$ cat src/rtl/ps2_scan_fifo.sv
// ps2_scan_fifo: PS/2 keyboard receiver feeding a show-ahead scancode FIFO,
// with sticky error flags and a seven-segment display of the latest bytes.
module ps2_scan_fifo #(
  parameter int FIFO_DEPTH     = 16,
  parameter int HEX_DIGITS     = 6,
  parameter int TIMEOUT_CYCLES = 50000,
  parameter bit SEG_ACTIVE_LOW = 1
) (
  input  logic                          CLK,
  input  logic                          reset,
  input  logic                          PS2_CLK,
  input  logic                          PS2_DAT,
  input  logic                          rd_en,
  input  logic                          clr_err,
  output logic [7:0]                    rd_data,
  output logic                          rd_valid,
  output logic [$clog2(FIFO_DEPTH):0]   count,
  output logic                          overflow,
  output logic                          parity_err,
  output logic                          frame_err,
  output logic [7*HEX_DIGITS-1:0]       hex_seg
);
  localparam int AW = $clog2(FIFO_DEPTH);
  localparam int TW = $clog2(TIMEOUT_CYCLES);
  localparam int DW = 8 * (HEX_DIGITS / 2);
  localparam logic [111:0] SEG = {7'h71, 7'h79, 7'h5E, 7'h39, 7'h7C, 7'h77, 7'h6F, 7'h7F,
                                  7'h07, 7'h7D, 7'h6D, 7'h66, 7'h4F, 7'h5B, 7'h06, 7'h3F};

  typedef enum logic [1:0] {IDLE, DATA, PARITY, STOP} state_t;

  state_t         state_q, state_d;
  logic [1:0]     c_sync_q, d_sync_q;
  logic           c_prev_q;
  logic [2:0]     bit_q, bit_d;
  logic [7:0]     sr_q, sr_d;
  logic           par_q, par_d;
  logic [TW-1:0]  to_q, to_d;
  logic [7:0]     mem [FIFO_DEPTH];
  logic [AW-1:0]  wp_q, rp_q;
  logic [AW:0]    cnt_q, cnt_d;
  logic           ovf_q, perr_q, ferr_q;
  logic [DW-1:0]  disp_q;
  logic           fall, dat, timeout, frame_ok, set_perr, set_ferr;
  logic           empty, full, pop, push;

  assign fall    = c_prev_q & ~c_sync_q[1];
  assign dat     = d_sync_q[1];
  assign timeout = (state_q != IDLE) && !fall && (to_q == TW'(TIMEOUT_CYCLES - 1));

  always_comb begin
    state_d  = state_q;
    bit_d    = bit_q;
    sr_d     = sr_q;
    par_d    = par_q;
    frame_ok = 1'b0;
    set_perr = 1'b0;
    set_ferr = timeout;
    to_d     = (fall || state_q == IDLE) ? '0 : to_q + 1'b1;
    if (timeout) state_d = IDLE;
    else if (fall) begin
      case (state_q)
        IDLE: begin
          state_d = dat ? IDLE : DATA;
          bit_d   = '0;
        end
        DATA: begin
          sr_d    = {dat, sr_q[7:1]};
          bit_d   = bit_q + 1'b1;
          state_d = (bit_q == 3'd7) ? PARITY : DATA;
        end
        PARITY: begin
          par_d   = dat;
          state_d = STOP;
        end
        default: begin
          state_d  = IDLE;
          set_ferr = !dat;
          set_perr = dat && ((^sr_q) == par_q);
          frame_ok = dat && ((^sr_q) != par_q);
        end
      endcase
    end
  end

  assign empty = (cnt_q == '0);
  assign full  = (cnt_q == (AW+1)'(FIFO_DEPTH));
  assign pop   = rd_en && !empty;
  assign push  = frame_ok && (!full || pop);
  assign cnt_d = cnt_q + (AW+1)'(push) - (AW+1)'(pop);

  always_ff @(posedge CLK) begin
    if (!reset) begin
      state_q  <= IDLE;
      c_sync_q <= 2'b11;
      d_sync_q <= 2'b11;
      c_prev_q <= 1'b1;
      bit_q    <= '0;
      sr_q     <= '0;
      par_q    <= 1'b0;
      to_q     <= '0;
      wp_q     <= '0;
      rp_q     <= '0;
      cnt_q    <= '0;
      ovf_q    <= 1'b0;
      perr_q   <= 1'b0;
      ferr_q   <= 1'b0;
      disp_q   <= '0;
    end else begin
      state_q  <= state_d;
      c_sync_q <= {c_sync_q[0], PS2_CLK};
      d_sync_q <= {d_sync_q[0], PS2_DAT};
      c_prev_q <= c_sync_q[1];
      bit_q    <= bit_d;
      sr_q     <= sr_d;
      par_q    <= par_d;
      to_q     <= to_d;
      wp_q     <= push ? wp_q + 1'b1 : wp_q;
      rp_q     <= pop ? rp_q + 1'b1 : rp_q;
      cnt_q    <= cnt_d;
      ovf_q    <= (frame_ok && full && !pop) || (ovf_q && !clr_err);
      perr_q   <= set_perr || (perr_q && !clr_err);
      ferr_q   <= set_ferr || (ferr_q && !clr_err);
      // dropped frames still update the display
      disp_q   <= frame_ok ? ((disp_q << 8) | DW'(sr_q)) : disp_q;
    end
  end

  always_ff @(posedge CLK) begin
    if (push) mem[wp_q] <= sr_q;
  end

  assign rd_data    = empty ? 8'h00 : mem[rp_q];
  assign rd_valid   = !empty;
  assign count      = cnt_q;
  assign overflow   = ovf_q;
  assign parity_err = perr_q;
  assign frame_err  = ferr_q;

  for (genvar i = 0; i < HEX_DIGITS; i++) begin : g_dig
    logic [3:0] nib;
    assign nib = disp_q[4*i +: 4];
    assign hex_seg[7*i +: 7] = SEG[7*nib +: 7] ^ {7{SEG_ACTIVE_LOW}};
  end
endmodule

$ cat config.mk
export PLATFORM = sky130hd
export DESIGN_NAME = ps2_scan_fifo
export DESIGN_NICKNAME = d
export VERILOG_FILES = /design/src/rtl/ps2_scan_fifo.sv
export SDC_FILE = /design/constraint.sdc
export NUM_CORES = 1
export LEC_CHECK = 0
export ABC_AREA = 1
export CORE_ASPECT_RATIO = 1.25
export CORE_MARGIN = 4
export CORE_UTILIZATION = 55
export CTS_BUF_LIST = sky130_fd_sc_hd__clkbuf_4 sky130_fd_sc_hd__clkbuf_8
export DETAILED_ROUTE_END_ITERATION = 8
export PLACE_DENSITY = 0.82
export RECOVER_POWER = 25
export SETUP_SLACK_MARGIN = 0.05
export SYNTH_ARGS = -nofsm -noshare
export SYNTH_HDL_FRONTEND = slang
export SYNTH_SLANG_ARGS = --single-unit
$ cat constraint.sdc
create_clock -name CLK -period 2.85 [get_ports CLK]
set_input_delay 0.4275 -clock CLK [delete_from_list [all_inputs] [get_ports CLK]]
set_output_delay 0.4275 -clock CLK [all_outputs]
set_load 0.1 [all_outputs]
==> key figures <==
Floorplan
  – Die area: 19550 um^2
  – CORE AREA: 16910 um^2
  – Starting density of the core: 56.46%
  – Die width: roughly 130 um
  – Num rows: 53
  – Top-Level Pins: between 60 and 70
  – Die H: between 150 and 200 um

Drt
  – DRT antenna net count: 0
  – Final wirelength: 21720 um
  – Starting DRT DRC Count: 604
  – Via count: 7445
  – DR DRC count: 0
  – Avg Vias per Cell: 5.568
  – Avg WL per Cell: around 16 um
  – First-pass DRT Iterations: 5

Critical path
  – CP max-delay cell: dfxtp_4
  – R2r startpoint: count[3]
  – Setup CP Type: flip-flop to output port
  – Setup crit end kind: output port
  – Critical Path RT: between 2 and 2.5 ns
  – Reg-to-reg slack, setup: 0.33 ns
  – CP max stage delay: 0.37 ns
  – Worst-path fanout max: 32
  – WP data arrival: 2.26 ns
  – Critical R2R Capture: count[4]
  – Worst setup SP type: flip-flop
  – Worst Reg-to-Reg Cells: 15
  – Worst path cell trace: clkinv_2 -> bufbuf_16 -> nor2_1 -> o221ai_1 -> nand3_1 -> a21oi_4 -> buf_12

Hold path
  – Hold endpoint: d_sync_q[1]
  – Hold Path Cell Cnt: 1
  – Min-delay src: d_sync_q[0]
  – Hold WC Path Type: flip-flop to flip-flop

Cells and area
  – Layout area overhead: 18.77%
  – Commonest cells after routing, fill and taps aside: nor2_1, o21ai_0, edfxtp_1, inv_1, a21oi_1
  – Share of layout cells above drive strength 1: 16.38%
  – Number of fill cells: 1263
  – Non-filler cells, final: 1337
  – NumNets Final: 1144
  – Antenna Cells: 0
  – Commonest non-fill, non-tap cell in the layout: nor2_1

Clock network
  – CTS buffer count: 30
  – Clock tree sinks: 207
  – Max H-tree Level: 1
  – Clock transition at the registers of the reported paths: around 0.070 ns
  – Root buf cell: clkbuf_8
  – Worst skew pair latency: 0.56 ns
  – Clock buffer depth: 3
  – Post-CTS Hold Buffers: 0
  – TritonCTS clock tree: yes

STA
  – Crit path time final: between 2 and 3 ns
  – Slew HR: 31.25%
  – Tcrit/Tclk final: 94.15%
  – Setup violators final: 0
  – RSZ-0062 raised after global routing: false
  – F_max: 0.3727 GHz
  – Worst-Margin Slew: ~1.0 ns
  – Max Clock Skew: 0.02449 ns
  – Final hold violations: 0
  – Pins Over Slew Limit: 0

Synthesis
  – Flop and latch count out of synthesis: 207
  – Number of enable flip-flop cells after synthesis: 128
  – Syn Area/Cell: 9.529 um^2
  – Ys async rst share: 0%
  – Count of different cell masters after synthesis: 43
  – Cell area after synthesis: 9548 um^2
  – Seq/Total Area, Yosys: 56.82%
  – Synth top area cells: edfxtp_1, dfxtp_1, o21ai_0, nor2_1, ha_1
  – Area leader, netlist: edfxtp_1
  – Mapped Nets: 1053
  – Yosys warnings: 0
  – Mapped Cells: 1002
  – Most used DFF post-synth: edfxtp_1
  – Top cell type's share of synthesized area: 40.26%

Outcome
  – Run status: completed

Global route
  – Global Route Usage Sum: 21.72%
  – Pin count of the biggest net entering global routing: 50
  – Remaining Overflow, GRT: 0
  – Initial antenna violation count: 0
  – Vias in the first global route: a little over 7k
  – First-pass GRT wire length: 34710 um

Place
  – Placed cell count: 1277
  – Post-DP HPWL: roughly 14000 um
  – Gpl congestion: 0.8628
  – PortBufs: 64

Run
  – Max-Cap Viols: 0

Power
  – VDD IR-drop max: 452.9 uV
  – LEAKAGE: 4.612 nW
  – Tot Pwr: 0.007924 W
  – PwrDens: 698.8 nW/um^2
-- Yosys cell counts (all sizes together) (14+ instances only) --
library cell  instances
ha                   44
inv                  98
clkbuf               30
o21ai               162
o22ai                14
nand3                46
edfxtp              128
a21oi                86
o221ai               24
dfxtp                79
nor2                167
nand2                73
-- power breakdown --
| group | switching, W | internal, W | total [W] |
|---|---|---|---|
| logic | 0.00161 | 0.000810 | 0.00242 |
| registers | 0.0000734 | 0.00321 | 0.00329 |
| clock network | 0.00108 | 0.00114 | 0.00222 |
| total | 0.00276 | 0.00516 | 0.00792 |
-- repair_timing --
item / in CTS / in global routing
gates cloned: 1 / 1
buffers inserted: 1 / 1
gates resized for setup: 7 / 7
pin swaps: 0 / 0
endpoints found under the setup margin: 8 / 8
-- cell type report --
type / instances / area, um^2 / area share, %
clock buffer: 39 / 493.0 / 4.347
clock inverter: 17 / 81.33 / 0.7172
inverter: 99 / 377.9 / 3.332
multi-input combinational: 653 / 3724 / 32.84
sequential: 207 / 5440 / 47.98
tap: 220 / 275.3 / 2.427
timing repair buffer: 102 / 948.4 / 8.364
-- metal layers --
layer	GRT usage (%)	routed length, um	vias to the layer above
li1	-	-	3676
met1	25.82	8521	3474
met2	40.08	11360	253
met3	3.228	1259	42
met4	7.511	579	0
met5	0	0	-
-- worst max-delay path, delay by kind of cell (launching register included) --
kind / cells / cell delay, ns
compound gates: 2 / 0.46
flops: 1 / 0.37
simple gates: 2 / 0.24
buf+inv: 3 / 0.64
-- per-stage QoR --
step	setup TNS, ns	util [%]	worst slack, ns	hold slack (ns)	area [um^2]
2_1_floorplan	-0.1033	-	-0.07535	0.3917	9719
3_3_place_gp	0	63.16	0.2164	0.3945	10680
3_5_place_dp	0	63.16	0.1903	0.3995	10680
4_1_cts	0	66.86	0.05139	0.3921	11310
5_1_grt	0	67.06	0.03327	0.4077	11340
6_report	0	67.06	0.1667	0.3960	11340
-- worst max path at each step --
stage | slack [ns] | to | startpoint
CTS | 0.05 | rd_data[0] | flip-flop
finish | 0.17 | rd_data[3] | flip-flop
floorplan | -0.08 | rd_data[0] | count[3]
detailed placement | 0.19 | count[4] | rd_en
global placement | 0.22 | count[4] | rd_en
global route | 0.03 | count[4] | sr_q[3]
-- logic make-up after synthesis --
| group | Yosys count | synth area share, % |
|---|---|---|
| AOI/OAI and AO/OA | 296 | 16.92 |
| xor gates and xnor gates | 8 | 0.7339 |
| adders and majority gates | 45 | 5.976 |
| buffers and inverters | 142 | 5.897 |
| DFF | 207 | 56.82 |
| and+or+nand+nor | 304 | 13.65 |
-- state kept, by name, indices dropped and copies added (netlist names), named ones only --
signal / count
overflow: 1
sr_q: 8
wp_q: 4
c_prev_q: 1
to_q: 16
disp_q: 24
par_q: 1
d_sync_q: 2
c_sync_q: 2
count: 5
bit_q: 3
rp_q: 4
mem: 128
parity_err: 1
state_q: 2
frame_err: 1
No activity file was read; power rests on OpenSTA's default activity.
